File: src/rtl/vga_core_if.sv
// Video output bundle driven by the VGA timing core toward the DAC/pin drivers.
// The master drives the pixel and syncs; the slave observes them.
interface vga_core_if;
  logic rgb;
  logic hsync;
  logic vsync;

  modport master (output rgb, output hsync, output vsync);
  modport slave  (input  rgb, input  hsync, input  vsync);
endinterface

File: src/rtl/vga_core.sv
// VGA raster timing generator with a 1-bit checkerboard test pattern.
// clk is the pixel clock; all outputs are registered one cycle behind the counters.
module vga_core #(
  parameter int H_VISIBLE  = 640,
  parameter int H_FRONT    = 16,
  parameter int H_SYNC     = 96,
  parameter int H_BACK     = 48,
  parameter int V_VISIBLE  = 480,
  parameter int V_FRONT    = 10,
  parameter int V_SYNC     = 2,
  parameter int V_BACK     = 33,
  parameter int CHECK_LOG2 = 5
) (
  input  logic       clk,
  input  logic       reset,
  vga_core_if.master vga
);

  localparam int unsigned H_TOTAL      = H_VISIBLE + H_FRONT + H_SYNC + H_BACK;
  localparam int unsigned V_TOTAL      = V_VISIBLE + V_FRONT + V_SYNC + V_BACK;
  localparam int          HW           = $clog2(H_TOTAL);
  localparam int          VW           = $clog2(V_TOTAL);
  localparam int unsigned H_SYNC_START = H_VISIBLE + H_FRONT;
  localparam int unsigned H_SYNC_END   = H_VISIBLE + H_FRONT + H_SYNC;
  localparam int unsigned V_SYNC_START = V_VISIBLE + V_FRONT;
  localparam int unsigned V_SYNC_END   = V_VISIBLE + V_FRONT + V_SYNC;

  logic [HW-1:0] h_q, h_d;
  logic [VW-1:0] v_q, v_d;
  logic          hsync_q, hsync_d;
  logic          vsync_q, vsync_d;
  logic          rgb_q, rgb_d;

  logic [31:0] hExt;
  logic [31:0] vExt;
  logic        hWrap;
  logic        vWrap;
  logic        hVis;
  logic        vVis;

  // Region decode is done on 32-bit copies so sync-end bounds equal to a
  // power-of-two total cannot alias back to zero.
  assign hExt  = 32'(h_q);
  assign vExt  = 32'(v_q);
  assign hWrap = (hExt == H_TOTAL - 1);
  assign vWrap = (vExt == V_TOTAL - 1);
  assign hVis  = (hExt < 32'(H_VISIBLE));
  assign vVis  = (vExt < 32'(V_VISIBLE));

  always_comb begin
    h_d     = h_q + 1'b1;
    v_d     = v_q;
    hsync_d = 1'b1;
    vsync_d = 1'b1;
    rgb_d   = 1'b0;

    if (hWrap) begin
      h_d = '0;
      v_d = vWrap ? '0 : v_q + 1'b1;
    end

    if ((hExt >= H_SYNC_START) && (hExt < H_SYNC_END)) begin
      hsync_d = 1'b0;
    end
    if ((vExt >= V_SYNC_START) && (vExt < V_SYNC_END)) begin
      vsync_d = 1'b0;
    end
    if (hVis && vVis) begin
      rgb_d = h_q[CHECK_LOG2] ^ v_q[CHECK_LOG2];
    end
  end

  always_ff @(posedge clk or negedge reset) begin
    if (!reset) begin
      h_q     <= '0;
      v_q     <= '0;
      hsync_q <= 1'b1;
      vsync_q <= 1'b1;
      rgb_q   <= 1'b0;
    end else begin
      h_q     <= h_d;
      v_q     <= v_d;
      hsync_q <= hsync_d;
      vsync_q <= vsync_d;
      rgb_q   <= rgb_d;
    end
  end

  assign vga.rgb   = rgb_q;
  assign vga.hsync = hsync_q;
  assign vga.vsync = vsync_q;

endmodule

File: src/flat_wrapper.sv
// flat-port wrapper written by rule: the top's interface ports become plain ports
module vga_core_flat 
#(
  parameter int H_VISIBLE  = 640,
  parameter int H_FRONT    = 16,
  parameter int H_SYNC     = 96,
  parameter int H_BACK     = 48,
  parameter int V_VISIBLE  = 480,
  parameter int V_FRONT    = 10,
  parameter int V_SYNC     = 2,
  parameter int V_BACK     = 33,
  parameter int CHECK_LOG2 = 5
)
  (clk, reset, vga_rgb, vga_hsync, vga_vsync);
  vga_core_if vga_i ();
  input  logic clk;
  input  logic reset;
  output wire logic [$bits(vga_i.rgb)-1:0] vga_rgb;
  output wire logic [$bits(vga_i.hsync)-1:0] vga_hsync;
  output wire logic [$bits(vga_i.vsync)-1:0] vga_vsync;
  assign vga_rgb = vga_i.rgb;
  assign vga_hsync = vga_i.hsync;
  assign vga_vsync = vga_i.vsync;
  vga_core #(.H_VISIBLE(H_VISIBLE), .H_FRONT(H_FRONT), .H_SYNC(H_SYNC), .H_BACK(H_BACK), .V_VISIBLE(V_VISIBLE), .V_FRONT(V_FRONT), .V_SYNC(V_SYNC), .V_BACK(V_BACK), .CHECK_LOG2(CHECK_LOG2)) u_core (.clk(clk), .reset(reset), .vga(vga_i));
endmodule
File: config.mk
export PLATFORM = sky130hd
export DESIGN_NAME = vga_core_flat
export DESIGN_NICKNAME = d
export VERILOG_FILES = /design/src/rtl/vga_core_if.sv /design/src/rtl/vga_core.sv /design/src/flat_wrapper.sv
export SDC_FILE = /design/constraint.sdc
export NUM_CORES = 1
export LEC_CHECK = 0
export CORE_MARGIN = 2
export CORE_UTILIZATION = 50
export CTS_CLUSTER_SIZE = 20
export DETAILED_ROUTE_END_ITERATION = 7
export PLACE_DENSITY = 0.82
export SLEW_MARGIN = 5
export SYNTH_ARGS = -nofsm -noshare
export SYNTH_HDL_FRONTEND = slang
export SYNTH_SLANG_ARGS = --single-unit
export TNS_END_PERCENT = 10
File: constraint.sdc
create_clock -name clk -period 1.9 [get_ports clk]
set_input_delay 0.38 -clock clk [delete_from_list [all_inputs] [get_ports clk]]
set_output_delay 0.38 -clock clk [all_outputs]
set_load 0.01 [all_outputs]
; After elaboration in Yosys (flattened, before gate mapping)
; Cells that the tools add are included.
[totals]
register_bits = 23
input_bits = 2
output_inout_bits = 3
word_cells = 24
[op_classes]
add_sub_neg = 2
n_lt_le_gt_ge = 6
eq_ne = 2
n_mux = 5
n_bitwise = 1
reduce_logical = 3
[ops]
columns = op, n
row1 = $add A10 B1 Y10 const B, 2
row2 = $eq A10 B10 Y1 const B, 2
row3 = $lt A10 B10 Y1 const B, 2
row4 = $lt A10 B9 Y1 const B, 2
row5 = $mux W10, 2
row6 = $ge A10 B10 Y1 const B, 1
row7 = $ge A10 B9 Y1 const B, 1
row8 = $logic_and A1 B1 Y1, 3
row9 = $mux W1, 3
row10 = $xor A1 B1 Y1, 1

; Longest topological paths before layout
; Gate-level depths: netlist (run 1).
[logic_depth]
depth_word = 3
ltp_mapped = 6
ltp_nobuf = 6

; Worst setup path before layout (run 1)
; No wires, ideal clock.
[synth_timing]
kind = register to register
from = reg u_core.h_q[5]
to = reg u_core.v_q[9]
setup_time_ns = 0.077
arrival_time_ns = 1.982
t_required_ns = 1.823
path_slack_ns = -0.160
stages_incl_launch_ff = 7
n_path_buf = 2
synth_period_minus_slack_ns = 2.060
cell_sequence = dfrtp_1 buf_6 or3_4 or3_1 buf_2 or4_1 a21oi_1
[synth_via]
elab_chain_len = 1
[synth_lines]
columns = item, line
row1 = "start, declared", vga_core.sv:28  ; logic [HW-1:0] h_q, h_d;
row2 = "start signal, assigned", vga_core.sv:75  ; h_q <= '0;
row3 = "start signal, assigned", vga_core.sv:81  ; h_q <= h_d;
row4 = $eq A10 B10 Y1, vga_core.sv:45  ; assign hWrap = (hExt == H_TOTAL - 1);
row5 = "end signal, assigned", vga_core.sv:82  ; v_q <= v_d;
row6 = "end, declared", vga_core.sv:29  ; logic [VW-1:0] v_q, v_d;
; Every way passes these cells.
; A chain may end at the register's enable or synchronous reset.

; Worst setup path in the final report (run 1)
[layout_timing]
from = reg u_core.h_q[7]
to = reg u_core.v_q[9]
; The elaborated chain is that of the path after synthesis.

==> reports/results.md, run 1 <==
| Result | Value | Unit |
|---|---|---|
| Skew final | 0.00148 | ns |
| Hold WC Path Type | input pin to async pin | - |
| Detailed-placement wirelength estimate | 1580 | um |
| Warnings from Yosys | 0 | - |
| Worst-path maximum fanout | 7 | - |
| Total wirelength of the detailed-routed design | 2240 | um |
| Area of the core | 2170 | um^2 |
| Inserted Diodes | 0 | - |
| Reported net switching power | 148 | uW |
| Final worst path period need | 1.89 | ns |
| Worst skew pair latency | 0.30 | ns |
| Number of standard cells after synthesis | 113 | - |
| CTS clk-pin slew, worst paths | 0.12 | ns |
| Number of global-route vias before repair | 810 | - |
| Weighted congestion reported at the end of routability-driven placement | 0.961 | - |
| Clock network power share | 0.306 | - |
| Sw frac | 0.205 | - |
| DR iter-0 viols | 35 | - |
| Layout overhead on the synthesized area | 16.9 | % |
| Worst slew slack as a fraction of its limit | 0.754 | - |
| WS Path Type | flip-flop to flip-flop | - |
| Drc violations | 0 | - |
| CTS H-tree lvls | 1 | - |
| Post-detailed-route via-to-cell ratio | 5.64 | - |
| Post-DP Area | 1260 | um^2 |
| Max Clock Freq | 530 | MHz |
| Data required, critical path | 2.14 | ns |
| Die height | 51.5 | um |
| Clk Tree Root Cell | clkbuf_4 | - |
| Post-synthesis register bit count | 23 | - |
| Run status | complete, no violations | - |
| Startpoint types | flip-flop | - |
| Register area share after synthesis | 0.513 | - |
| Count of endpoints failing hold in the final timing report | 0 | - |
| Total power divided by cell area | 549 | nW/um^2 |
| TritonCTS clock tree | built | - |
| Setup Viol. Count Final | 0 | - |
| Antenna viol nets, final | 0 | - |
| Wire per inst | 14.0 | um |
| Pin slew with the least headroom to its limit | 0.365 | ns |
| Cell Area, Synth | 1130 | um^2 |
| Die Footprint | 2650 | um^2 |
| R2R cell count | 4 | - |
| Nets in the synthesized netlist | 119 | - |
| Design area | 1320 | um^2 |
| Share of cells above drive strength 1 | 0.159 | - |
| Vias post-DR | 902 | - |
| Initial standard-cell utilization of the core | 0.519 | - |
| Largest net degree at the start of global routing | 24 | - |
| Hold buffers post-CTS | 0 | - |
| Worst Slack Setup Final | 0.0134 | ns |
| Avg Cell Area, Syn | 9.97 | um^2 |
| Filler Cells Inserted | 189 | - |
| Max Cap Violations | 0 | - |
| FF-to-FF End | u_core.v_q[9] | - |
| Wire length of the first global-routing pass | 3590 | um |
| Unique cell type count in the Yosys netlist | 25 | - |
| Internal power of the cells | 575 | uW |
| Overflow left after global routing | 0 | - |
| Net count of the finished layout | 139 | - |
| Critical path data arrival time | 2.13 | ns |
| Reg2Reg Launch Point | u_core.h_q[7] | - |
| Proportion of power drawn by combinational gates | 0.017 | - |
| Sink count of the clock tree | 23 | - |
| Number of pins with negative max-slew slack in the final report | 0 | - |
| GRT Overall Usage | 0.183 | - |
| Cell Rows | 17 | - |
| Largest vdd supply drop | 0.331 | mV |
| Worst reg-to-reg setup slack | 0.01 | ns |
| Buffer depth of the longest clock path | 2 | - |
| Leakage power summed over all cells | 0.000599 | uW |
| Share of the clock period used by the worst path after layout | 0.993 | - |
| Die outline width | 51.5 | um |
| Drt pass-1 iters | 4 | - |
| Number of antenna violations at the first check in global routing | 0 | - |
| Sequential Power Share | 0.677 | - |
| Number of buffers created by CTS | 3 | - |
| Quantity of I/O buffers inserted on ports | 4 | - |
| RSZ-0062 raised after global routing | yes | - |
| Pre-CTS worst setup slack | 0.00558 | ns |
| Element type at the critical path end | flip-flop | - |
| Number of top-level pins | 5 | - |
## synth_stat cells
cell      number  share of area
or3_1          2          0.011
and3_1         4          0.022
ha_1           4          0.044
or3_4          1          0.010
nor2_1         9          0.030
buf_2          1         0.0044
nand4_1        3          0.017
xor2_1         7          0.054
nor4bb_1       1         0.0089
nor3_1         6          0.027
inv_1          6          0.020
nand3_1       12          0.053
nor4_1         2          0.011
buf_6          1          0.010
o21a_1         1         0.0067
nand2_1        9          0.030
dfstp_2        2          0.047
and2_1         3          0.017
dfrtp_1       21           0.47
a21oi_1        2         0.0089
nor4b_1        1         0.0078
xnor2_1        6          0.047
or4_1          1         0.0067
o21ai_0        6          0.027
o31ai_1        2          0.013
## cells by family after synthesis
kind of cell | share of synthesized area
AND/OR/NAND/NOR | 0.251
flip-flops | 0.513
XOR/XNOR | 0.101
AO/OA/AOI/OAI | 0.0556
buffers and inverters | 0.0344
adder cells (fa/ha/maj) | 0.0444
## sequential cells by signal (all words and copies together) (netlist names)
signal            cells
u_core.vga.rgb        1
u_core.v_q           10
u_core.vga.hsync      1
u_core.vga.vsync      1
u_core.h_q           10
## power groups by stage
stage | Sequential, uW | Clock, uW | Combinational (uW)
6_report | 490 | 221 | 12.4
5_1_grt | 490 | 246 | 14.3
4_1_cts | 490 | 226 | 13.1
3_5_place_dp | 499 | 0 | 13.1
3_3_place_gp | 499 | 0 | 12.4
2_1_floorplan | 499 | 0 | 0.000219
## worst max-delay path: stages, from the launching register on
cell and delay, ns:
dfrtp_1 0.40, or3_4 0.39, or3_4 0.43, or4_1 0.47, a21oi_1 0.13
## placed cells by master (no fill, tap or decap), types with 2 or more instances in the layout
cell             synthesis  final
clkdlybuf4s50_1          0      4
buf_4                    0     13
nand2_1                  9      9
a21oi_1                  2      2
o21ai_0                  6      6
xnor2_1                  6      6
nor4_1                   2      2
o31ai_1                  2      2
nor3_1                   6      6
nand4_1                  3      3
and3_1                   4      4
nor2_1                   9      9
and2_1                   3      3
clkbuf_4                 0      3
xor2_1                   7      7
dfrtp_1                 21     21
ha_1                     4      3
dfstp_2                  2      2
inv_1                    6      6
nand3_1                 12     12
or3_4                    1      2
## final cells by class
type,instances,area (um^2),share of cell area
Timing Repair Buffer,17,138,0.105
Inverter,6,22.5,0.0171
Multi-Input combinational cell,82,517,0.393
Sequential cell,23,578,0.439
Tap cell,28,35.0,0.0266
Clock buffer,4,26.3,0.0200
## routing by layer
metal | share of wire | vias to the layer above | track usage
li1 | - | 431 | -
met1 | 0.45 | 436 | 0.251
met2 | 0.49 | 33 | 0.278
met3 | 0.048 | 2 | 0.0205
met4 | 0.012 | 0 | 0.105
met5 | 0 | - | 0
## through the flow
step                power (uW)  setup TNS [ns]  hold slack (ns)  utilization  instances
floorplan                  499         -0.0569           0.0844            -        113
global placement           511               0            0.481        0.582        153
detailed placement         512               0            0.501        0.582        153
CTS                        728               0            0.417        0.600        158
global route               750         -0.0177            0.419        0.607        160
finish                     723               0            0.408        0.607        160
## worst max path at each step
stage	end	slack [ns]	startpoint	depth (start not counted)
after global routing	u_core.v_q[9]	-0.02	u_core.h_q[7]	4
after CTS	u_core.v_q[9]	0.05	u_core.h_q[1]	5
after detailed placement	u_core.v_q[9]	0.006	u_core.h_q[1]	5
after floorplan	u_core.v_q[9]	-0.06	u_core.h_q[5]	6
after global placement	u_core.v_q[9]	0.09	u_core.h_q[7]	4
final	u_core.v_q[9]	0.01	u_core.h_q[7]	4
## repair_timing
| item | CTS | global route |
|---|---|---|
| cloned | 0 | 0 |
| pin swaps | 0 | 1 |
| gates resized for setup | 1 | 0 |
| setup endpoints to repair | 1 | 2 |
| buffers inserted | 1 | 2 |
Power figures use the tool's default switching activity.
==> run 2: changes to the inputs <==
Settings changed: CORE_MARGIN 2 to default, SLEW_MARGIN 5 to 20.
==> run 2 against run 1 <==
- sequential share of layout area grew 0.46 points
- flip-flop and latch count is the same
- first-iteration DRC count grew 34%
- critical path depth is the same
- cell count shrank 2.5%
- critical path type unchanged
==> reports/results.md, run 2 (synthesized netlist as in run 1, its figures left out) <==
| Result | Value | Unit |
|---|---|---|
| CTS H-tree lvls | 1 | - |
| Clk Tree Root Cell | clkbuf_4 | - |
| Inserted Diodes | 0 | - |
| Share of the clock period used by the worst path after layout | 0.959 | - |
| WS Path Type | flip-flop to flip-flop | - |
| Hold WC Path Type | input pin to async pin | - |
| Reg2Reg Launch Point | u_core.h_q[7] | - |
| Number of pins with negative max-slew slack in the final report | 0 | - |
| DR iter-0 viols | 47 | - |
| Leakage power summed over all cells | 0.000586 | uW |
| Cell with the most instances on the worst path | or3_4 | - |
| Post-detailed-route via-to-cell ratio | 5.86 | - |
| Buffer depth of the longest clock path | 2 | - |
| Initial standard-cell utilization of the core | 0.551 | - |
| Antenna viol nets, final | 0 | - |
| Pin slew with the least headroom to its limit | 0.308 | ns |
| Max Cap Violations | 0 | - |
| RSZ-0062 raised after global routing | yes | - |
| Buffers & Inverters on Critical Path | 0 | - |
| Number of buffers created by CTS | 3 | - |
| Vias post-DR | 914 | - |
| Placed cell count | 152 | - |
| TritonCTS clock tree | built | - |
| Largest vdd supply drop | 0.360 | mV |
| Drt pass-1 iters | 4 | - |
| Number of antenna violations at the first check in global routing | 0 | - |
| Die outline width | 49.5 | um |
| Hold buffers post-CTS | 0 | - |
| Cell Rows | 16 | - |
| Wire per inst | 14.1 | um |
| Number of global-route vias before repair | 851 | - |
| Die height | 49.5 | um |
| GRT Overall Usage | 0.194 | - |
| Max Clock Freq | 549 | MHz |
| Area of the core | 2040 | um^2 |
| Quantity of I/O buffers inserted on ports | 4 | - |
| Seq. cell area | 578 | um^2 |
| Filler Cells Inserted | 169 | - |
| Total wirelength of the detailed-routed design | 2200 | um |
| Count of endpoints failing hold in the final timing report | 0 | - |
| Startpoint types | flip-flop | - |
| Critical path data arrival time | 2.07 | ns |
| Worst path cell trace | or3_4, or3_4, or4_1, a21oi_1 | - |
| Number of top-level pins | 5 | - |
| FF-to-FF End | u_core.v_q[9] | - |
| Final worst path period need | 1.82 | ns |
| Weighted congestion reported at the end of routability-driven placement | 0.886 | - |
| Area of combinational cells with multiple inputs | 527 | um^2 |
| Skew final | 0.00476 | ns |
| Total power divided by cell area | 560 | nW/um^2 |
| Worst skew pair latency | 0.31 | ns |
| Setup Viol. Count Final | 0 | - |
| Layout overhead on the synthesized area | 15.7 | % |
| Drc violations | 0 | - |
| Largest net degree at the start of global routing | 24 | - |
| Net count of the finished layout | 136 | - |
| Worst reg-to-reg setup slack | 0.08 | ns |
| Sink count of the clock tree | 23 | - |
| Setup fix buffers added after clock tree synthesis | 0 | - |
| Wire length of the first global-routing pass | 3620 | um |
| Worst slew slack as a fraction of its limit | 0.791 | - |
| Die Footprint | 2450 | um^2 |
| Largest registers in the final layout | u_core.h_q: 10 flops, u_core.v_q: 10 flops | - |
| Share of cells above drive strength 1 | 0.140 | - |
| Top cell family by delay on the critical path | simple AND/OR/NAND/NOR gates | - |
| Max stage delay on crit path | 0.48 | ns |
| Worst-path maximum fanout | 6 | - |
| Overflow left after global routing | 0 | - |
| Data required, critical path | 2.15 | ns |
| CTS clk-pin slew, worst paths | 0.12 | ns |
| Detailed-placement wirelength estimate | 1530 | um |
| Most frequent cells in the layout | dfrtp_1, nand3_1, buf_4, nand2_1, nor2_1 | - |
| Non-filler cells, final | 156 | - |
| Cell at the slowest stage of the critical path | or4_1 | - |
| Commonest non-fill, non-tap cell in the layout | dfrtp_1 | - |
| Run status | complete, no violations | - |
| Crit. path cell count | 4 | - |
| Hold slack final | 0.397 | ns |
| Element type at the critical path end | flip-flop | - |
| R2R cell count | 4 | - |
[run 2: stage by stage]
stage	total power (uW)	cell area (um^2)	util	TNS, ns	setup WS [ns]
finish	730	1300	0.638	0	0.0776
detailed placement	512	1260	0.618	0	0.0622
CTS	732	1290	0.631	0	0.0331
global placement	512	1260	0.618	0	0.118
floorplan	499	1130	-	-0.0569	-0.0569
global route	750	1300	0.638	-0.0121	-0.0121
[run 2: final cells by class]
| type | count | area share |
|---|---|---|
| clock buffer | 4 | 0.0202 |
| sequential | 23 | 0.444 |
| timing repair buffer | 14 | 0.0884 |
| inverter | 6 | 0.0173 |
| tap | 27 | 0.0259 |
| multi-input combinational | 82 | 0.404 |
[run 2: repair_timing]
item / CTS / global route
gates resized for setup: 0 / 2
endpoints found under the hold margin: 0 / 0
endpoints found under the setup margin: 0 / 2
[run 2: worst reg2reg max path, delay by kind of cell, from the launching register on]
| kind | cells | cell delay, ns |
|---|---|---|
| AND/OR/NAND/NOR | 3 | 1.22 |
| flip-flops | 1 | 0.40 |
| AO/OA/AOI/OAI | 1 | 0.13 |
[run 2: per-layer routing]
| metal | vias up | GRT usage | wire [um] |
|---|---|---|---|
| li1 | 423 | - | - |
| met2 | 32 | 0.304 | 1030 |
| met4 | 0 | 0.105 | 55 |
| met5 | - | 0 | 0 |
| met3 | 7 | 0.0309 | 123 |
| met1 | 452 | 0.259 | 989 |
[run 2: power breakdown]
| part | switching (uW) | internal (uW) |
|---|---|---|
| sequential | 0 | 490 |
| combinational | 9.27 | 3.14 |
| clock | 146 | 82.1 |
[run 2: how the worst max path moves through the flow]
stage	startpoint	endpoint
3_3_place_gp	u_core.h_q[7]	u_core.v_q[9]
5_1_grt	u_core.h_q[7]	u_core.v_q[9]
4_1_cts	u_core.h_q[1]	u_core.v_q[9]
2_1_floorplan	u_core.h_q[5]	u_core.v_q[9]
3_5_place_dp	u_core.h_q[1]	u_core.v_q[9]
6_report	u_core.h_q[7]	u_core.v_q[9]
